**src/rtl/pipeline_hazard_ctrl.sv**
```systemverilog
// Hazard and sequencing control for the IF/ID, ID/EX and EX/MEM pipeline registers:
// load-use stalls, mult/div occupancy tracking with HI/LO interlock, and taken-branch flushes.
//
//   state | meaning
//   IDLE  | HI/LO unit free; a mult/div in ID may launch
//   BUSY  | mult/div in flight; count holds the remaining cycles
module pipeline_hazard_ctrl #(
    parameter int MD_LATENCY = 4,
    parameter int CNT_W      = 3
) (
    input  logic       Clk,
    input  logic       Rst_n,
    input  logic [4:0] ID_Rs,
    input  logic [4:0] ID_Rt,
    input  logic       ID_UsesRt,
    input  logic       ID_IsMultDiv,
    input  logic       ID_IsMfHiLo,
    input  logic       EX_MemRead,
    input  logic [4:0] EX_WriteAddr,
    input  logic       BranchTaken,
    output logic       PCWriteEn,
    output logic       IFID_WriteEn,
    output logic       IFID_Flush,
    output logic       IDEX_Flush,
    output logic       EXMEM_Flush,
    output logic       MD_Start,
    output logic       MD_Abort,
    output logic       MD_Busy
);

    typedef enum logic {IDLE, BUSY} state_t;

    state_t           state;
    logic [CNT_W-1:0] count;
    logic             md_in_ex;
    logic             load_use;
    logic             md_hazard;
    logic             stall;

    assign load_use  = EX_MemRead && (EX_WriteAddr != 5'd0) &&
                       ((EX_WriteAddr == ID_Rs) || (ID_UsesRt && (EX_WriteAddr == ID_Rt)));
    assign md_hazard = MD_Busy && (ID_IsMultDiv || ID_IsMfHiLo);
    assign stall     = (load_use || md_hazard) && !BranchTaken;

    assign MD_Start = Rst_n && ID_IsMultDiv && !MD_Busy && !load_use && !BranchTaken;
    // Only a mult/div younger than the branch (just issued, now in EX) is killed.
    assign MD_Abort = Rst_n && BranchTaken && md_in_ex;

    always_comb begin
        PCWriteEn    = 1'b1;
        IFID_WriteEn = 1'b1;
        IFID_Flush   = 1'b0;
        IDEX_Flush   = 1'b0;
        EXMEM_Flush  = 1'b0;
        if (!Rst_n) begin
            PCWriteEn    = 1'b0;
            IFID_WriteEn = 1'b0;
            IFID_Flush   = 1'b1;
            IDEX_Flush   = 1'b1;
            EXMEM_Flush  = 1'b1;
        end else if (BranchTaken) begin
            IFID_Flush   = 1'b1;
            IDEX_Flush   = 1'b1;
            EXMEM_Flush  = 1'b1;
        end else if (stall) begin
            PCWriteEn    = 1'b0;
            IFID_WriteEn = 1'b0;
            IDEX_Flush   = 1'b1;
        end
    end

    // Updates on the falling edge so it lines up with the pipeline registers it controls.
    always_ff @(negedge Clk or negedge Rst_n) begin
        if (!Rst_n) begin
            state    <= IDLE;
            count    <= '0;
            md_in_ex <= 1'b0;
            MD_Busy  <= 1'b0;
        end else if (MD_Abort) begin
            state    <= IDLE;
            count    <= '0;
            md_in_ex <= 1'b0;
            MD_Busy  <= 1'b0;
        end else begin
            case (state)
                IDLE: begin
                    if (MD_Start) begin
                        state    <= BUSY;
                        count    <= CNT_W'(MD_LATENCY);
                        md_in_ex <= 1'b1;
                        MD_Busy  <= 1'b1;
                    end
                end
                BUSY: begin
                    count    <= count - 1'b1;
                    md_in_ex <= 1'b0;
                    if (count == CNT_W'(1)) begin
                        state   <= IDLE;
                        MD_Busy <= 1'b0;
                    end
                end
                default: begin
                    state    <= IDLE;
                    count    <= '0;
                    md_in_ex <= 1'b0;
                    MD_Busy  <= 1'b0;
                end
            endcase
        end
    end

endmodule

```
**config.mk**
```make
export PLATFORM = sky130hd
export DESIGN_NAME = pipeline_hazard_ctrl
export DESIGN_NICKNAME = d
export VERILOG_FILES = /design/src/rtl/pipeline_hazard_ctrl.sv
export SDC_FILE = /design/constraint.sdc
export NUM_CORES = 1
export LEC_CHECK = 0
export ABC_AREA = 1
export CELL_PAD_IN_SITES_DETAIL_PLACEMENT = 1
export CELL_PAD_IN_SITES_GLOBAL_PLACEMENT = 1
export CORE_MARGIN = 8
export CORE_UTILIZATION = 27
export CTS_CLUSTER_DIAMETER = 120
export DETAILED_ROUTE_END_ITERATION = 7
export HOLD_SLACK_MARGIN = 0.12
export PLACE_DENSITY_LB_ADDON = 0.1
export SLEW_MARGIN = 20
export SYNTH_ARGS = -nofsm -noshare
export SYNTH_HDL_FRONTEND = slang
export SYNTH_SLANG_ARGS = --single-unit
```
**constraint.sdc**
```tcl
create_clock -name Clk -period 3.2 [get_ports Clk]
set_clock_uncertainty 0.2 [all_clocks]
set_input_delay 0.8 -clock Clk [delete_from_list [all_inputs] [get_ports Clk]]
set_output_delay 0.8 -clock Clk [all_outputs]
set_load 0.005 [all_outputs]
```
==> flow_summary.ini, run 1 <==
[run_status]
status = complete, but fails checks
violations = setup timing

[yosys]
synth_adder_area_share_pct = 4.202
synth_area_leaders = dfrtn_1, nand2_1, inv_1
synthCells = 102
ys_seq_elements = 6
synth_xor_area_share_pct = 1.471
yosys.area_share.simple_pct = 41.60
synth_warnings = 0
synth_cell_types = 18
syn-mean-instance-area_um2 = 5.839
synth_compound_area_share_pct = 8.613
synth_top_area_share_pct = 25.21
muxShareOfSynthArea_pct = 0
syn_nets = 126
seq_area_frac_synth_pct = 25.21
mappedNetlistArea_um2 = 595.6
synth_top_family_by_area = simple AND/OR/NAND/NOR gates
synth_area_leader_cell = dfrtn_1

[cts]
clkSinkCount = 6
numCtsBuffers = 3
cts_root_buf = clkbuf_4
clk_path_buf_depth = 2
cts_tree = built
clk_pin_slew_ns = 0.04
clk_latency_ns = 0.26
cts_htree_levels = 1
cts_hold_buf = 0

[min_path]
hp-class = flip-flop to flip-flop

[sta]
worst_pin_slew_ns = 0.2362
drv_slew = 0
setup_viol = 12
holdWs_ns = 0.2630
maxSlewHeadroom_pct = 84.26
tns_ns = -3.445
hold_viol = 0
rsz0062_at_grt = true
setup_ws_ns = -0.5003

[power]
leakage_nw = 0.6452
ir_drop_mv = 0.3623
power.density_mw_per_mm2 = 463.3

[critical_path]
reg2reg_from = count[0]
crit_arrival_ns = 2.70
ff2ff_path_depth = 6
cp-end-kind = primary output
startpoint = MD_Busy
r2r-end = count[2]
rrSetupSlack_ns = 1.76
crit_path_start_kind = flip-flop
cp_max_fo = 3
cp_data_required_time_ns = 2.20
crit_end = MD_Start
critPathKind = flip-flop to primary output

[final_layout]
layoutNonFillerInstCount = 174
layout_common_cells = nand2_1, inv_1, buf_6
diodes = 0
areaGrowthSynthToFinish_pct = 90.55
final_layout_size_suffix_gt1_share_pct = 56.16
final_cell_area_mm2 = 0.001135
layout.nets = 172
layout_commonest_cell = nand2_1

[grt]
grt_max_degree = 9
grt_pass1_wl_um = 3525
first_global_vias = 829
grt_use_total_pct = 10.75
grt_overflow = 0
antenna_found_initial = 0

[floorplanning]
fp.dieH_um = 62.97
placementRows = 17
start_util_pct = 27.72
io_pins = 30
coreArea_mm2 = 0.002148
dieArea_mm2 = 0.003965
fp.dieW_um = 62.97

[detailed_routing]
drt_iter0_markers = 7
vias_per_cell = 4.420
first_pass_iters = 2
wirelength_um = 2199
drcViolationCount = 0
vias = 769
routedWlPerCell_um = 12.64
drtAntennaViolNets = 0

[place]
dpl.hpwl_um = 1812
place_ws_ns = -0.8643
dpl_cell_area_mm2 = 0.001039
gp_congestion = 0.7348
dp_cells = 168
portBuffers = 29

[job]
drv_cap = 0
## worst min path at each step
stage | end | depth (start not counted) | startpoint | slack (ns)
2_1_floorplan | count[1] | 2 | count[1] | 0.24
3_3_place_gp | count[1] | 2 | count[1] | 0.27
3_5_place_dp | count[1] | 2 | count[1] | 0.28
4_1_cts | count[1] | 2 | count[1] | 0.28
5_1_grt | count[1] | 2 | count[1] | 0.28
6_report | count[1] | 2 | count[1] | 0.26
## synth_stat cells
master	count
a21boi_1	1
a21oi_1	4
a21oi_2	1
buf_4	2
dfrtn_1	6
ha_1	2
inv_1	23
inv_2	3
nand2_1	36
nand2_2	1
nand2_4	2
nand3_1	5
nand3_2	1
nand4_1	2
nor2_1	8
o21ai_0	3
or2_2	1
xnor2_1	1
## registers in the layout (all words and copies together) (netlist names)
name / flops
md_in_ex: 1
count: 3
MD_Busy: 1
state: 1
## layer usage
metal / part of all wire, % / track usage [%] / vias to the layer above / wire [um]
met5: 0 / 0 / - / 0
met4: 2.1 / 3.419 / 0 / 46
met3: 5.1 / 3.047 / 4 / 113
met2: 59 / 21.77 / 14 / 1305
met1: 33 / 9.786 / 359 / 733
li1: - / - / 392 / -
## layout make-up
class / count / area, um^2
multi-input cells: 68 / 431.7
inverters: 26 / 120.1
well taps: 28 / 35.03
clock buffers: 3 / 22.52
flip-flops and latches: 6 / 150.1
repair buffers: 43 / 375.4
fillers: 274 / 1013
## what timing repair did
| item | in CTS | in global routing |
|---|---|---|
| endpoints found under the hold margin | 0 | 0 |
| buffers inserted | 3 | 1 |
| setup endpoints to repair | 12 | 12 |
| pin swaps | 24 | 17 |
| gates resized for setup | 86 | 52 |
## critical path: stages, from the launching register on
cell,delay (ns)
dfrtn_1,0.45
inv_2,0.06
nand2_2,0.08
nor2_4,0.05
nand2_4,0.06
inv_2,0.03
buf_6,0.10
## report_power, final
part / leakage, nW / switching [mW] / internal [mW]
registers: 0.0761 / 0.0324 / 0.114
logic: 0.555 / 0.157 / 0.151
clock network: 0.0138 / 0.0287 / 0.0425
total: 0.645 / 0.218 / 0.308
## metrics by stage
stage / util [%] / power [mW]
floorplan: - / 0.2857
global placement: 48.34 / 0.4060
detailed placement: 48.34 / 0.4185
CTS: 49.91 / 0.5055
global route: 52.82 / 0.5743
finish: 52.82 / 0.5258
## kinds of logic after synthesis
family | after synthesis
AO/OA/AOI/OAI | 9
XOR/XNOR | 1
adder cells (fa/ha/maj) | 2
buffers and inverters | 28
flip-flops | 6
AND/OR/NAND/NOR | 56
(Power assumes the default switching activity.)
==> run 2, diff against run 1 <==
--- a/config.mk
+++ b/config.mk
@@ -16,2 +16,3 @@
 export PLACE_DENSITY_LB_ADDON = 0.1
+export SETUP_SLACK_MARGIN = 0.2
 export SLEW_MARGIN = 20
==> constraint.sdc (replaced) <==
create_clock -name Clk -period 4.27 [get_ports Clk]
set_clock_uncertainty 0.2 [all_clocks]
set_input_delay 1.0675 -clock Clk [delete_from_list [all_inputs] [get_ports Clk]]
set_output_delay 1.0675 -clock Clk [all_outputs]
set_load 0.1 [all_outputs]
==> flow_summary.ini, run 2 (synthesized netlist as in run 1, its figures left out) <==
[floorplanning]
coreArea_mm2 = 0.002148
io_pins = 30
fp.dieH_um = 62.97
fp.dieW_um = 62.97
dieArea_mm2 = 0.003965
start_util_pct = 27.72
placementRows = 17

[critical_path]
ff2ff_path_depth = 11
rrSetupSlack_ns = 2.63
cp-end-kind = primary output
crit_path_start_kind = flip-flop
crit_family = buffers and inverters
critPathKind = flip-flop to primary output
crit_arrival_ns = 3.45
cp_data_required_time_ns = 3.00
r2r-end = count[1]
cpMaxStageDelayCell = dfrtn_1
cp_max_fo = 2
crit_path_max_incr_delay_ns = 0.36
crit_buf_inv = 5
cp_cell_sequence = inv_2 -> nand2_1 -> nor2_1 -> buf_4 -> nand2_4 -> buf_6 -> inv_4 -> buf_12
reg2reg_from = MD_Busy

[final_layout]
layout.nets = 184
largest_register_ffs = 3
multi_input_comb_area_um2 = 446.7
n_fill_cell = 261
layout_commonest_cell = nand2_2
layoutNonFillerInstCount = 186
areaGrowthSynthToFinish_pct = 131.5
final_layout_size_suffix_gt1_share_pct = 64.56
final_cell_area_mm2 = 0.001379
seq_area_um2 = 150.1
top_register = count
layout_common_cells = nand2_2, nand2_1, buf_6, buf_4, inv_1
diodes = 0

[cts]
clkSinkCount = 6
cts_tree = built
clk_path_buf_depth = 2
cts_hold_buf = 0
cts_htree_levels = 1
clk_pin_slew_ns = 0.04
cts_root_buf = clkbuf_4
clk_latency_ns = 0.26
numCtsBuffers = 3

[detailed_routing]
vias_per_cell = 4.634
routedWlPerCell_um = 16.47
drtAntennaViolNets = 0
first_pass_iters = 2
wirelength_um = 3063
drcViolationCount = 0
drt_iter0_markers = 17
vias = 862

[job]
drv_cap = 0

[power]
ir_drop_mv = 0.3045
power.density_mw_per_mm2 = 413.5
p_total_uw = 570.1
leakage_nw = 0.7363

[min_path]
hp-class = flip-flop to flip-flop
hold_depth = 2
worstHoldEndpoint = count[0]
min_from = count[0]

[sta]
worst_pin_slew_ns = 0.2708
setup_viol = 12
rsz0062_at_grt = true
drv_slew = 0
maxSlewHeadroom_pct = 81.95
holdWs_ns = 0.2933
hold_viol = 0
setup_ws_ns = -0.4465

[place]
portBuffers = 29
dp_cells = 170
place_ws_ns = -0.5574
gp_congestion = 0.7433
dpl.hpwl_um = 1909
dpl_cell_area_mm2 = 0.001104

[grt]
antenna_found_initial = 0
grt_use_total_pct = 13.17
first_global_vias = 918
grt_pass1_wl_um = 4195
grt_overflow = 0
grt_max_degree = 6

[run_status]
status = complete, but fails checks
violations = setup timing
-- run 2: tightest hold or removal path, delay by kind of cell, from the launching register on --
kind	cells	cell delay (ns)
flip-flops	1	0.44
AND/OR/NAND/NOR	2	0.13
-- run 2: how the worst max path moves through the flow --
stage / start / endpoint / slack [ns] / depth (start not counted)
3_3_place_gp: EX_WriteAddr[3] / state / -0.48 / 10
3_5_place_dp: EX_WriteAddr[4] / count[2] / -0.56 / 10
5_1_grt: MD_Busy / MD_Start / -0.52 / 8
2_1_floorplan: MD_Busy / PCWriteEn / -1.11 / 4
6_report: MD_Busy / MD_Start / -0.45 / 8
4_1_cts: MD_Busy / MD_Start / -0.45 / 8
-- run 2: power breakdown --
part	internal (mW)	total, mW	leakage [nW]	switching, mW
clock	0.0320	0.0551	0.0138	0.0231
sequential	0.0857	0.109	0.0761	0.0233
combinational	0.179	0.406	0.646	0.227
-- run 2: cell type report --
type / instances / area share, %
flip-flops and latches: 6 / 10.89
repair buffers: 55 / 43.56
well taps: 28 / 2.541
clock buffers: 3 / 1.633
multi-input cells: 68 / 32.40
inverters: 26 / 8.984
-- run 2: metrics by stage --
step	TNS (ns)	util, %
after global placement	-3.465	51.37
after global routing	-3.866	64.18
final	-3.188	64.18
after CTS	-2.208	58.59
after floorplan	-7.238	-
after detailed placement	-4.063	51.37
-- run 2: per-layer routing --
metal / up-vias / global-route usage [%] / share of wire, %
met4: 0 / 3.704 / 3.4
li1: 412 / - / -
met2: 22 / 27.14 / 58
met3: 10 / 2.688 / 3.0
met5: - / 0 / 0
met1: 418 / 12.36 / 36
-- run 2: repair_timing --
| action | in CTS | in global routing |
|---|---|---|
| endpoints found under the setup margin | 12 | 12 |
| resized for setup | 113 | 34 |
| buffers inserted | 10 | 3 |
| pin swaps | 13 | 17 |
==> run 3, diff against run 2 <==
- CAP_MARGIN: default -> 20
- CELL_PAD_IN_SITES_DETAIL_PLACEMENT: 1 -> 0
- CELL_PAD_IN_SITES_GLOBAL_PLACEMENT: 1 -> 2
- CORE_ASPECT_RATIO: default -> 1.1
- CORE_UTILIZATION: 27 -> 19
==> flow_summary.ini, run 3 (synthesized netlist as in run 1, its figures left out) <==
[detailed_routing]
drtAntennaViolNets = 0
wirelength_um = 2048
vias = 753
vias_per_cell = 3.984
first_pass_iters = 4
routedWlPerCell_um = 10.84
drcViolationCount = 0
drt_iter0_markers = 18

[power]
clkPwrFrac_pct = 9.7
p_switching_uw = 251.2
sw_frac_of_total_pct = 46.04
p_total_uw = 545.7
p_seq_share_pct = 20.3
ir_drop_mv = 0.2415
power.density_mw_per_mm2 = 420.6
combinationalPowerShare_pct = 70.0
leakage_nw = 0.7022
p_int_uw = 294.5

[place]
dpl.hpwl_um = 1646
gp_congestion = 0.7165
portBuffers = 29

[critical_path]
crit_buf_inv = 2
crit_path_max_incr_delay_ns = 0.36
cp_data_required_time_ns = 3.00
critPathKind = flip-flop to primary output
reg2reg_from = md_in_ex
crit_cells = 5
crit_path_start_kind = flip-flop
cpMaxStageDelayCell = dfrtn_1
crit_arrival_ns = 3.46
cp-end-kind = primary output
r2r-end = count[2]
rrSetupSlack_ns = 2.73
crit_family = flip-flops
cp_max_fo = 2
cp_cell_sequence = buf_6 -> o21ai_4 -> nand2_2 -> a21boi_4 -> buf_12
ff2ff_path_depth = 9

[final_layout]
layout.nets = 181
areaGrowthSynthToFinish_pct = 117.9
largest_register_ffs = 3
top_register = count
layout_common_cells = nand2_1, buf_4, nand2_2
final_layout_size_suffix_gt1_share_pct = 59.35
diodes = 0
layout_commonest_cell = nand2_1

[grt]
grt_use_total_pct = 8.093
antenna_found_initial = 0
grt_overflow = 0
grt_max_degree = 9
grt_pass1_wl_um = 3387
first_global_vias = 764

[sta]
maxSlewHeadroom_pct = 85.53
setup_ws_ns = -0.4571
rsz0062_at_grt = true
hold_viol = 0
tns_ns = -2.359
worst_pin_slew_ns = 0.2165
setup_viol = 6
drv_slew = 0
holdWs_ns = 0.2764

[min_path]
min_from = count[1]
hp-class = flip-flop to flip-flop
worstHoldEndpoint = count[1]
hold_depth = 2

[cts]
clkSinkCount = 6
cts_root_buf = clkbuf_4
cts_htree_levels = 1
cts_hold_buf = 0
clk_latency_ns = 0.26
clk_path_buf_depth = 2
clk_pin_slew_ns = 0.04
cts_tree = built
numCtsBuffers = 3

[floorplanning]
placementRows = 21
fp.dieH_um = 74.72
io_pins = 30
fp.dieW_um = 69.38
coreArea_mm2 = 0.003022
start_util_pct = 19.71
dieArea_mm2 = 0.005184

[job]
drv_cap = 0

[run_status]
violations = setup timing
status = complete, but fails checks
==> run 3: cell count changes in the layout (fill, tap and decap cells not counted), sizes merged <==
| cell | previous run | this run |
|---|---|---|
| buf | 50 | 47 |
| clkdlybuf4s15 | 3 | 1 |
| clkbuf | 3 | 4 |
| dlygate4sd2 | 1 | 2 |
==> run 3: per-stage QoR <==
step                      instances  worst slack [ns]  util [%]  cell area, um^2
after floorplan                 102            -1.113         -            619.3
after global placement          177           -0.5257     37.02             1119
after detailed placement        177           -0.5211     37.02             1119
after CTS                       187           -0.4560     41.45             1252
after global routing            189           -0.5199     42.94             1297
final                           189           -0.4571     42.94             1297
==> run 3: power groups by stage <==
| stage | sequential, mW | combinational, mW | clock [mW] |
|---|---|---|---|
| final | 0.111 | 0.382 | 0.0530 |
| after global routing | 0.115 | 0.412 | 0.0587 |
| after CTS | 0.108 | 0.361 | 0.0552 |
| after detailed placement | 0.106 | 0.314 | 0 |
| after global placement | 0.106 | 0.313 | 0 |
| after floorplan | 0.127 | 0.155 | 0 |
==> run 3: worst max path at each step <==
stage,endpoint,slack [ns],start
final,IFID_WriteEn,-0.46,MD_Busy
after floorplan,PCWriteEn,-1.11,MD_Busy
after global placement,MD_Busy,-0.53,EX_WriteAddr[3]
after detailed placement,MD_Busy,-0.52,EX_WriteAddr[3]
after CTS,IFID_WriteEn,-0.46,MD_Busy
after global routing,IFID_WriteEn,-0.52,MD_Busy
==> run 3: timing repair <==
item | 4_1_cts | 5_1_grt
buffers inserted | 7 | 2
gates resized for setup | 114 | 17
pin swaps | 35 | 14
endpoints found under the hold margin | 0 | 0
endpoints found under the setup margin | 12 | 12
==> run 3: worst reg2reg max path, stage by stage (launching register included) <==
cell	delay, ns
dfrtn_1	0.45
nand3_4	0.09
buf_4	0.14
buf_6	0.11
nand2_2	0.06
inv_2	0.04
o21ai_1	0.06
a21oi_1	0.05
a21oi_1	0.14
nand2_2	0.06
==> run 3: per-layer routing <==
layer  wire, um  track usage, %  vias up
met1        814           8.402      329
met2       1166           15.47       15
li1           -               -      407
met5          0               0        -
met4          9           4.100        0
met3         57           1.449        2
==> run 3: final cells by class <==
| type | instances | area (um^2) |
|---|---|---|
| sequential | 6 | 150.1 |
| multi-input combinational | 68 | 431.7 |
| tap | 34 | 42.54 |
| clock buffer | 3 | 22.52 |
| timing repair buffer | 52 | 534.3 |
| fill | 308 | 1724 |
| inverter | 26 | 116.4 |
